`src/rtl/frame_rd_pkg.sv`:
```
// Shared types for the frame read scheduler.
//   state_t     : scheduler FSM states
//   obuf_ent_t  : output buffer entry {sop, eop, data}
//   LEN_W/CNT_W : header length and frame counter widths
package frame_rd_pkg;
   localparam int LEN_W = 8;
   localparam int CNT_W = 16;

   typedef enum logic [2:0] {
      IDLE,
      HDR_WAIT,
      PLD,
      FLUSH,
      DRAIN,
      HALT
   } state_t;

   typedef struct packed {
      logic       sop;
      logic       eop;
      logic [7:0] data;
   } obuf_ent_t;
endpackage

```
`src/rtl/frame_rd_sched_if.sv`:
```
// Bus bundle for frame_rd_sched: header FIFO read port, payload FIFO read
// port and the framed output stream.
//   master : the scheduler (pops FIFOs, drives the stream)
//   slave  : FIFO read side plus the stream sink
interface frame_rd_sched_if;
   logic       hdr_empty;
   logic [7:0] hdr_dout;
   logic       hdr_re;
   logic       pld_empty;
   logic [7:0] pld_dout;
   logic       pld_re;
   logic [7:0] out_data;
   logic       out_valid;
   logic       out_ready;
   logic       out_sop;
   logic       out_eop;

   modport master (
      input  hdr_empty, hdr_dout, pld_empty, pld_dout, out_ready,
      output hdr_re, pld_re, out_data, out_valid, out_sop, out_eop
   );

   modport slave (
      output hdr_empty, hdr_dout, pld_empty, pld_dout, out_ready,
      input  hdr_re, pld_re, out_data, out_valid, out_sop, out_eop
   );
endinterface

```
`src/rtl/sched_obuf.sv`:
```
// Small synchronous FIFO holding tagged output words.
//   clk, rst : clock, async active-high reset
//   flush    : synchronous empty
//   push/din : write one entry (ignored when full)
//   pop      : drop head entry (ignored when empty)
//   dout     : head entry, zero while empty
//   empty    : no entries
//   occ      : current entry count
module sched_obuf
   import frame_rd_pkg::*;
#(
   parameter int DEPTH = 4
) (
   input  logic                         clk,
   input  logic                         rst,
   input  logic                         flush,
   input  logic                         push,
   input  obuf_ent_t                    din,
   input  logic                         pop,
   output obuf_ent_t                    dout,
   output logic                         empty,
   output logic [$clog2(DEPTH+1)-1:0]   occ
);
   localparam int PW = (DEPTH > 1) ? $clog2(DEPTH) : 1;
   localparam int OW = $clog2(DEPTH + 1);

   obuf_ent_t      mem [DEPTH];
   logic [PW-1:0]  wp, rp;
   logic           do_push, do_pop;

   // Depth need not be a power of two, so pointers wrap explicitly.
   function automatic logic [PW-1:0] adv(input logic [PW-1:0] p);
      return (p == PW'(DEPTH - 1)) ? '0 : p + 1'b1;
   endfunction

   assign empty   = (occ == '0);
   assign do_push = push && (occ != OW'(DEPTH));
   assign do_pop  = pop && !empty;
   // Zeroed when empty so the stream reads 0 out of reset and after a flush.
   assign dout    = empty ? '0 : mem[rp];

   always_ff @(posedge clk or posedge rst) begin
      if (rst) begin
         wp  <= '0;
         rp  <= '0;
         occ <= '0;
      end else if (flush) begin
         wp  <= '0;
         rp  <= '0;
         occ <= '0;
      end else begin
         if (do_push) wp <= adv(wp);
         if (do_pop)  rp <= adv(rp);
         case ({do_push, do_pop})
            2'b10:   occ <= occ + 1'b1;
            2'b01:   occ <= occ - 1'b1;
            default: ;
         endcase
      end
   end

   always_ff @(posedge clk) begin
      if (do_push) mem[wp] <= din;
   end
endmodule

```
`src/rtl/frame_rd_sched.sv`:
```
// Read-side scheduler for the paired header/payload FIFOs: pops a length
// header, then that many payload words, and emits them as a framed stream.
//   clk, rst  : MAC clock, async active-high reset
//   clr       : synchronous flush/restart
//   en        : allow popping new headers
//   bus       : header/payload FIFO read ports and output stream
//   len_err   : one-cycle pulse on a zero or oversize header
//   tmo_err   : sticky flag, payload starvation abort
//   frame_cnt : delivered frames (wraps)
//   busy      : frame in progress or words in flight/buffered
module frame_rd_sched
   import frame_rd_pkg::*;
#(
   parameter int MAX_LEN    = 64,
   parameter int OBUF_DEPTH = 4,
   parameter int TMO_CYC    = 256
) (
   input  logic             clk,
   input  logic             rst,
   input  logic             clr,
   input  logic             en,
   frame_rd_sched_if.master bus,
   output logic             len_err,
   output logic             tmo_err,
   output logic [CNT_W-1:0] frame_cnt,
   output logic             busy
);
   localparam int OW = $clog2(OBUF_DEPTH + 1);
   localparam int TW = (TMO_CYC > 1) ? $clog2(TMO_CYC) : 1;

   state_t           state, state_nx;
   logic [LEN_W-1:0] rem, rem_nx;
   logic             first;                  // next payload read is the SOP word
   logic             infl, infl_keep, infl_sop, infl_eop;
   logic [TW-1:0]    starve;
   logic             hdr_re, pld_re, len_bad, tmo_hit, starved, credit_ok;

   obuf_ent_t        ob_din, ob_head;
   logic             ob_empty, ob_push, ob_pop;
   logic [OW-1:0]    ob_occ;

   // A read is only issued when its word is guaranteed a buffer slot.
   assign credit_ok = (int'(ob_occ) + int'(infl)) < OBUF_DEPTH;

   always_comb begin
      state_nx = state;
      rem_nx   = rem;
      hdr_re   = 1'b0;
      pld_re   = 1'b0;
      len_bad  = 1'b0;
      tmo_hit  = 1'b0;
      starved  = 1'b0;
      case (state)
         IDLE: begin
            if (en && !bus.hdr_empty) begin
               hdr_re   = 1'b1;
               state_nx = HDR_WAIT;
            end
         end
         HDR_WAIT: begin
            if (bus.hdr_dout == '0) begin
               len_bad  = 1'b1;
               state_nx = IDLE;
            end else if (int'(bus.hdr_dout) > MAX_LEN) begin
               len_bad  = 1'b1;
               rem_nx   = bus.hdr_dout;
               state_nx = FLUSH;
            end else begin
               rem_nx   = bus.hdr_dout;
               state_nx = PLD;
            end
         end
         PLD, FLUSH: begin
            // Flushed words are discarded, so they need no buffer credit.
            pld_re  = (rem != '0) && !bus.pld_empty && ((state == FLUSH) || credit_ok);
            starved = (rem != '0) && bus.pld_empty;
            if (pld_re) begin
               rem_nx = rem - 1'b1;
               if (rem == LEN_W'(1)) state_nx = DRAIN;
            end
            if ((TMO_CYC != 0) && starved && (int'(starve) == TMO_CYC - 1)) begin
               tmo_hit  = 1'b1;
               state_nx = HALT;
            end
         end
         DRAIN: begin
            if (!infl) state_nx = IDLE;
         end
         default: ;   // HALT: only clr/rst leave
      endcase
      if (clr || rst) begin
         hdr_re = 1'b0;
         pld_re = 1'b0;
      end
   end

   always_ff @(posedge clk or posedge rst) begin
      if (rst) begin
         state     <= IDLE;
         rem       <= '0;
         first     <= 1'b0;
         infl      <= 1'b0;
         infl_keep <= 1'b0;
         infl_sop  <= 1'b0;
         infl_eop  <= 1'b0;
         starve    <= '0;
         len_err   <= 1'b0;
         tmo_err   <= 1'b0;
         frame_cnt <= '0;
      end else if (clr) begin
         state     <= IDLE;
         rem       <= '0;
         first     <= 1'b0;
         infl      <= 1'b0;
         infl_keep <= 1'b0;
         infl_sop  <= 1'b0;
         infl_eop  <= 1'b0;
         starve    <= '0;
         len_err   <= 1'b0;
         tmo_err   <= 1'b0;
         frame_cnt <= '0;
      end else begin
         state     <= state_nx;
         rem       <= rem_nx;
         len_err   <= len_bad;
         if (tmo_hit) tmo_err <= 1'b1;
         starve    <= starved ? starve + 1'b1 : '0;
         // Tags travel with the read so they line up with the returned data.
         infl      <= pld_re;
         infl_keep <= (state == PLD);
         infl_sop  <= first;
         infl_eop  <= (rem == LEN_W'(1));
         if (state == HDR_WAIT) first <= 1'b1;
         else if (pld_re)       first <= 1'b0;
         if (ob_pop && ob_head.eop) frame_cnt <= frame_cnt + 1'b1;
      end
   end

   assign ob_din  = {infl_sop, infl_eop, bus.pld_dout};
   assign ob_push = infl && infl_keep && !clr;
   assign ob_pop  = !ob_empty && bus.out_ready;

   sched_obuf #(.DEPTH(OBUF_DEPTH)) u_obuf (
      .clk   (clk),
      .rst   (rst),
      .flush (clr),
      .push  (ob_push),
      .din   (ob_din),
      .pop   (ob_pop),
      .dout  (ob_head),
      .empty (ob_empty),
      .occ   (ob_occ)
   );

   assign bus.hdr_re    = hdr_re;
   assign bus.pld_re    = pld_re;
   assign bus.out_valid = !ob_empty;
   assign bus.out_data  = ob_head.data;
   assign bus.out_sop   = ob_head.sop;
   assign bus.out_eop   = ob_head.eop;
   assign busy          = (state != IDLE) || infl || (ob_occ != '0);
endmodule

```
`src/flat_wrapper.sv`:
```
// flat-port wrapper written by rule: the top's interface ports become plain ports
module frame_rd_sched_flat import frame_rd_pkg::*;
#(
   parameter int MAX_LEN    = 64,
   parameter int OBUF_DEPTH = 4,
   parameter int TMO_CYC    = 256
)
  (clk, rst, clr, en, len_err, tmo_err, frame_cnt, busy, bus_hdr_empty, bus_hdr_dout, bus_pld_empty, bus_pld_dout, bus_out_ready, bus_hdr_re, bus_pld_re, bus_out_data, bus_out_valid, bus_out_sop, bus_out_eop);
  frame_rd_sched_if bus_i ();
  input  logic clk;
  input  logic rst;
  input  logic clr;
  input  logic en;
  output logic len_err;
  output logic tmo_err;
  output logic [CNT_W-1:0] frame_cnt;
  output logic busy;
  input wire logic [$bits(bus_i.hdr_empty)-1:0] bus_hdr_empty;
  input wire logic [$bits(bus_i.hdr_dout)-1:0] bus_hdr_dout;
  input wire logic [$bits(bus_i.pld_empty)-1:0] bus_pld_empty;
  input wire logic [$bits(bus_i.pld_dout)-1:0] bus_pld_dout;
  input wire logic [$bits(bus_i.out_ready)-1:0] bus_out_ready;
  output wire logic [$bits(bus_i.hdr_re)-1:0] bus_hdr_re;
  output wire logic [$bits(bus_i.pld_re)-1:0] bus_pld_re;
  output wire logic [$bits(bus_i.out_data)-1:0] bus_out_data;
  output wire logic [$bits(bus_i.out_valid)-1:0] bus_out_valid;
  output wire logic [$bits(bus_i.out_sop)-1:0] bus_out_sop;
  output wire logic [$bits(bus_i.out_eop)-1:0] bus_out_eop;
  assign bus_i.hdr_empty = bus_hdr_empty;
  assign bus_i.hdr_dout = bus_hdr_dout;
  assign bus_i.pld_empty = bus_pld_empty;
  assign bus_i.pld_dout = bus_pld_dout;
  assign bus_i.out_ready = bus_out_ready;
  assign bus_hdr_re = bus_i.hdr_re;
  assign bus_pld_re = bus_i.pld_re;
  assign bus_out_data = bus_i.out_data;
  assign bus_out_valid = bus_i.out_valid;
  assign bus_out_sop = bus_i.out_sop;
  assign bus_out_eop = bus_i.out_eop;
  frame_rd_sched #(.MAX_LEN(MAX_LEN), .OBUF_DEPTH(OBUF_DEPTH), .TMO_CYC(TMO_CYC)) u_core (.clk(clk), .rst(rst), .clr(clr), .en(en), .bus(bus_i), .len_err(len_err), .tmo_err(tmo_err), .frame_cnt(frame_cnt), .busy(busy));
endmodule
```
`config.mk`:
```
export PLATFORM = sky130hd
export DESIGN_NAME = frame_rd_sched_flat
export DESIGN_NICKNAME = d
export VERILOG_FILES = /design/src/rtl/frame_rd_pkg.sv /design/src/rtl/frame_rd_sched_if.sv /design/src/rtl/sched_obuf.sv /design/src/rtl/frame_rd_sched.sv /design/src/flat_wrapper.sv
export SDC_FILE = /design/constraint.sdc
export NUM_CORES = 1
export LEC_CHECK = 0
export ABC_CLOCK_PERIOD_IN_PS = 7530
export CAP_MARGIN = 20
export CORE_MARGIN = 1.5
export CORE_UTILIZATION = 56
export CTS_BUF_LIST = sky130_fd_sc_hd__clkbuf_16
export DETAILED_ROUTE_END_ITERATION = 12
export PLACE_DENSITY = 0.91
export SLEW_MARGIN = 25
export SYNTH_ARGS = -nofsm -noshare
export SYNTH_HDL_FRONTEND = slang
export SYNTH_HIERARCHICAL = 1
export SYNTH_SLANG_ARGS = --single-unit
```
`constraint.sdc`:
```
create_clock -name clk -period 7.53 [get_ports clk]
set_input_delay 1.8825 -clock clk [delete_from_list [all_inputs] [get_ports clk]]
set_output_delay 1.8825 -clock clk [all_outputs]
set_load 0.02 [all_outputs]
```
==> results.md, run 1 <==
- RSZ-0062 raised after global routing: false
- Top-count cell post-synth: dfrtp_1
- Seq/Total Area, Yosys: 55.54%
- Post-synth top flop: dfrtp_1
- Static Leak: 2.025 nW
- Skew-Pair Late Insertion Delay: between 300 and 400 ps
- PD cells: 245.5 nW/um^2
- Residual DRC: 0
- Initial antenna violation count: 0
- Dpl hpwl: 6200 microns
- Number of global-route vias before repair: 3,291
- Worst-Margin Slew: 1085 ps
- Core area: around 7600 sq um
- Die Wd: approximately 91 microns
- FFs w/ async S/R, synth: a little under three fifths
- Layout area overhead: 21.30%
- Crit path max fanout: 43
- Initial Util: 57.15%
- Highest clock rate: 178.3 MHz
- Worst-path clk slew: 60 ps
- Synth Register Bits: 89
- Synthesis Warnings: 6
- Clock Skews: roughly 7.8 ps
- Power Total: 1.301 mW
- Antenna-violating nets left: 0
- CTS buffer count: 9
- Max-Cap Viols: 0
- Tot GR Track Use: about a quarter
- Drt total wl: 9881 microns
- Via density: roughly 6.0
- Worst Setup End Kind: output port
- Final Non-Filler Cells: 541
- Iteration-0 DRC Markers: 327
- CTS Hold Bufs: 0
- FP Rows: 32
- Postcts setup bufs: 0
- Synth top cells by count: dfrtp_1, nor2_1, edfxtp_1
- GP Congestion: 0.9811
- Cell Area, Synth: between 4000 and 5000 sq um
- Max H-tree Level: 3
- VDD IR max: 198.4 uV
- Final hold violation count: 0
- Grt total ovfl: 0
- Reg2Reg Launch Point: u_core/u_obuf/occ[0]
- Maximum buffer depth of the clock tree: 2
- Synth area leaders: dfrtp_1, edfxtp_1, mux4_2
- # nets final: 467
- Final cycle utilization of the critical path: 74.48%
- First-pass GRT wire length: 16,290 microns
- Via count: 3,253
- Die height: 91.34 microns
- # setup viols final: 0
- Final Slew Violations: 0
- DR WL/cell: 18.26 microns
- Share of layout cells above drive strength 1: 9.112%
- Syn Nets: 413
- Die ar.: 8343 sq um
- Final min period: 5608 ps
- Number of flops mapped to enable cells by yosys: 40
- Ports: 55
- TritonCTS clock tree: done
- DR pass1 iterations: 5
- Cell count after synthesis: between 300 and 400
- Fillers: 520
- Sum of negative setup slack: 0 ps
- Slew margin rel.: between 20 and 30%
- Yosys top cell area share: ~28%
- CP startpoint: clr
- Post-CTS Resized: 0
- Ant diodes: 0
- # clock sinks: around 90
- Required time worst endpoint: 5650 ps
- Port Buf Inserts: between 50 and 60
- Worst Setup Start Kind: input port
- Placed Instances: 525
- Hold Path Origin: u_core/first
- Clock root cell: clkbuf_16
- Synth area leader: dfrtp_1
- Status: finished, final reports clean
- Kind of critical path: in -> out
- Hold crit path type: reg -> reg
- Worst EP arrival: 3730 ps
- Avg Cell Area, Syn: 11.50 sq um
- Synth unique cells: 57
- Slack of the worst reg-to-reg path: between 4000 and 5000 ps
- Largest net degree at the start of global routing: 44
## metrics by stage
step                      worst slack, ps  hold slack [ps]  cell area [sq um]  utilization, %
after global routing                 1804            522.6               5301           69.32
after detailed placement             1945            462.2               5000           65.38
after CTS                            1932            476.4               5301           69.32
after floorplan                      3022            431.3               4370               -
after global placement               2009            468.7               5000           65.38
final                                1922            471.5               5301           69.32
## state kept, by name, indices dropped and copies added, names as in the netlist, 2 cells and up
name               flops
u_core/u_obuf/wp       2
u_core/starve          8
u_core/rem             8
u_core/state           3
u_core/u_obuf/mem     40
u_core/u_obuf/occ      3
u_core/u_obuf/rp       2
u_core/frame_cnt      16
## cells by family (layout without fill, tap and decap cells)
logic type	Yosys count	count (layout)	synth area share, %
mux	18	18	7.014
buf+inv	30	89	2.777
xor+xnor	20	20	4.008
flops	89	89	55.54
compound gates	55	55	8.704
fa+ha+maj	10	10	3.035
simple gates	158	158	18.92
## area by class of cell
cell class / count / area (sq um) / share of cell area, %
flip-flops and latches: 89 / 2427 / 45.79
multi-input cells: 261 / 1822 / 34.36
repair buffers: 57 / 563.0 / 10.62
clock buffers: 9 / 225.2 / 4.248
well taps: 102 / 127.6 / 2.407
clock inverters: 7 / 76.32 / 1.440
inverters: 16 / 60.06 / 1.133
## metal layers
| layer | GRT usage, % | wire length (microns) | part of all wire [%] | vias to the layer above |
|---|---|---|---|---|
| met1 | 32.93 | 4014 | 41 | 1629 |
| met3 | 3.350 | 527 | 5.3 | 16 |
| li1 | - | - | - | 1476 |
| met5 | 0 | 0 | 0 | - |
| met2 | 43.84 | 5198 | 53 | 132 |
| met4 | 8.333 | 141 | 1.4 | 0 |
## worst paths after layout
| check | end | cells after the start |
|---|---|---|
| min reg2reg | u_core/infl_sop | 2 |
| max in group asynchronous | u_core/frame_cnt[2] | 3 |
| min in group asynchronous | u_core/u_obuf/wp[0] | 2 |
| max reg2reg | u_core/u_obuf/occ[2] | 9 |
| min | u_core/infl_sop | 2 |
| max | bus_pld_re | 6 |
## power breakdown
| part | leakage (nW) | switching (mW) | internal (mW) |
|---|---|---|---|
| Sequential | 1.04 | 0.0444 | 0.535 |
| Combinational | 0.831 | 0.153 | 0.112 |
| Clock | 0.154 | 0.196 | 0.261 |
## worst max-delay path, stage by stage
cell and delay, ps:
clkdlybuf4s50_1 400, buf_4 270, nor2_1 220, nand3_1 140
nor2_1 170, clkdlybuf4s50_1 630
## layout by cell type, fill, tap and decap left out, types with 3 or more instances in the layout
master | synthesis | final
buf_4 | 1 | 3
nor2_1 | 43 | 43
mux2i_1 | 7 | 7
ha_1 | 9 | 9
edfxtp_1 | 40 | 40
a31oi_1 | 5 | 5
a21bo_2 | 3 | 3
nand4_1 | 3 | 3
dfrtp_1 | 49 | 49
xor2_1 | 5 | 5
o21ai_0 | 12 | 12
xnor2_1 | 15 | 15
nor2b_1 | 14 | 14
clkbuf_16 | 0 | 9
and3_1 | 3 | 3
and2_1 | 5 | 5
nor3b_1 | 5 | 5
or3_1 | 7 | 7
nand2b_1 | 4 | 4
a21oi_1 | 16 | 16
inv_1 | 15 | 16
mux4_2 | 10 | 10
nand3_1 | 18 | 18
nor3_1 | 13 | 13
clkdlybuf4s50_1 | 0 | 54
nand2_1 | 26 | 26
(Power assumes the default switching activity.)
==> run 2: changes to the inputs <==
- ABC_CLOCK_PERIOD_IN_PS: 7530 -> 5200
- CORE_UTILIZATION: 56 -> 55
- PLACE_DENSITY: 0.91 -> 0.9
- clock period: 7.53 -> 5.2 ns (I/O delays scaled with it)
==> run 2 against run 1 <==
Effect of this change: flip-flop and latch count is the same; sequential share of layout area rose by 0.21 points; global-route usage shrank 2.3 points; critical path depth fell by 1; critical endpoint is now bus_hdr_re; highest routed layer unchanged.
==> results.md, run 2 (synthesis results as in run 1) <==
- DR WL/cell: 16.90 microns (-7.5%)
- Multi-input logic area: 1822 sq um (unchanged)
- Die Wd: 92.14 microns (+0.88%)
- Power Total: 1.808 mW (+39%)
- Worst-path clk slew: 60 ps (about the same)
- NetSw: 0.5479 mW (+39%)
- RSZ-0062 raised after global routing: false
- DR pass1 iterations: 4 (-1)
- GP Congestion: 0.9244 (-5.8%)
- Hold crit path type: reg -> reg
- Highest clock rate: 233.7 MHz
- Status: finished, final reports clean
- Slew margin rel.: 50.87% (+23 points)
- Switching Share: 30.31% (+0.063 points)
- Fillers: 535 (+2.9%)
- Antenna-violating nets left: 0 (unchanged)
- # setup viols final: 0 (unchanged)
- Logic pwr share: 21.1% (+0.8 points)
- Dpl hpwl: 6174 microns (-0.42%)
- Initial antenna violation count: 0 (unchanged)
- Reg power frac: 46.3% (+1.8 points)
- Tot GR Track Use: 23.02% (-2.3 points)
- Sum of negative setup slack: 0 ps (unchanged)
- Ant diodes: 0 (unchanged)
- Final min period: 4279 ps
- First-pass GRT wire length: 15,190 microns (-6.8%)
- Cell-internal power: 1.260 mW (+39%)
- Largest Register: u_core/u_obuf/mem
- Initial Util: 56.56% (-0.59 points)
- Worst EP arrival: 2980 ps (-750 ps)
- PD cells: 342.5 nW/um^2 (+40%)
- Number of global-route vias before repair: 3,131 (-4.9%)
- Core area: 7727 sq um (+1.0%)
- Register Area: 2427 sq um (unchanged)
- Via density: 5.836 (-2.9%)
- Worst Setup End Kind: output port
- Maximum buffer depth of the clock tree: 2 (unchanged)
- Postcts setup bufs: 0 (unchanged)
- Worst-Margin Slew: 734.2 ps (-350.8 ps)
- FP Rows: 32 (unchanged)
- Iteration-0 DRC Markers: 250 (-24%)
- Grt total ovfl: 0 (unchanged)
- Commonest cells after routing, fill and taps aside: clkdlybuf4s50_1, dfrtp_1, nor2_1
- Share of layout cells above drive strength 1: 8.864% (-0.25 points)
- Final hold violation count: 0 (unchanged)
- Skew-Pair Late Insertion Delay: 340 ps (about the same)
- Post-CTS Resized: 0 (unchanged)
- CTS Hold Bufs: 0 (unchanged)
- Clock Power Share: 32.6% (-2.5 points)
- Layout area overhead: 20.76%
- Worst setup margin: 921.5 ps (-1000 ps)
- Final Slew Violations: 0 (unchanged)
- Kind of critical path: in -> out
- Clock root cell: clkbuf_16
- VDD IR max: 223.1 uV (+12%)
- Drt total wl: 9161 microns (-7.3%)
- Die height: 92.14 microns (+0.88%)
- Worst Setup Start Kind: input port
- Port Buf Inserts: 54 (unchanged)
- Final cycle utilization of the critical path: 82.28%
- Max H-tree Level: 3 (unchanged)
- Ports: 55 (unchanged)
- Via count: 3,163 (-2.8%)
- Max-Cap Viols: 0 (unchanged)
- # clock sinks: 89 (unchanged)
- Number of flip-flops in the largest register: 40 (unchanged)
- Largest net degree at the start of global routing: 43 (-2.3%)
- Static Leak: 2.006 nW (-0.94%)
- Residual DRC: 0 (unchanged)
- Crit path max fanout: 42 (-2.3%)
- Most common cell after layout, fill and taps aside: clkdlybuf4s50_1
- Biggest regs: u_core/u_obuf/mem (40), u_core/frame_cnt (16)
- CTS buffer count: 9 (unchanged)
- Required time worst endpoint: 3900 ps (-1750 ps)
- Clock Skews: 7.860 ps (+0.06123 ps)
- Die ar.: 8490 sq um (+1.8%)
- Final Core Density: 68.30% (-1.0 points)
- # nets final: 468 (+0.21%)
- TritonCTS clock tree: done
- Placement Setup Slack: 927.9 ps (-1017 ps)
==> run 2: cell count changes in the layout (fill, tap and decap cells not counted), sizes merged <==
cell | before | now
bufinv | 1 | 0
clkinv | 3 | 5
clkinvlp | 0 | 1
buf | 3 | 4
inv | 19 | 17
==> run 2: routing by layer <==
layer  vias up  track usage, %  wire length, microns
met1      1581           30.38                  3970
li1       1483               -                     -
met2        85           38.02                  4631
met4         0           9.231                   160
met5         -               0                     0
met3        14           3.897                   398
==> run 2: area by class of cell <==
class / instances / share of cell area [%]
sequential: 89 / 45.99
multi-input combinational: 261 / 34.52
timing repair buffer: 58 / 10.81
clock buffer: 9 / 4.267
tap: 102 / 2.418
inverter: 16 / 1.138
clock inverter: 7 / 0.8535
==> run 2: final timing paths <==
kind                            depth (start not counted)  slack, ps                start              endpoint
worst min-delay path                                    2        480         u_core/first       u_core/infl_sop
worst max register to register                          7       2350  u_core/u_obuf/rp[0]  u_core/frame_cnt[13]
worst min register to register                          2        480         u_core/first       u_core/infl_sop
worst max-delay path                                    5        920                  clr            bus_hdr_re
min in group asynchronous                               2       1320                  rst  u_core/u_obuf/occ[2]
max in group asynchronous                               3       2920                  rst   u_core/frame_cnt[5]
==> run 2: power by group through the flow <==
stage,registers (mW),clock network [mW],logic [mW]
after floorplan,0.817,0,0.292
after global placement,0.846,0,0.362
after detailed placement,0.849,0,0.374
after CTS,0.835,0.599,0.377
after global routing,0.844,0.622,0.419
final,0.838,0.589,0.381
==> run 2: critical path: stages <==
cell	delay, ps
clkdlybuf4s50_1	480
buf_4	390
nor2_1	90
and3_1	190
clkdlybuf4s50_1	530
==> run 2: metrics by stage <==
| stage | instance area, sq um | instances | hold WS, ps |
|---|---|---|---|
| floorplan | 4370 | 380 | 431.3 |
| finish | 5278 | 542 | 477.0 |
| global route | 5278 | 542 | 522.1 |
| global placement | 5007 | 526 | 459.9 |
| detailed placement | 5007 | 526 | 454.0 |
| CTS | 5278 | 542 | 469.2 |
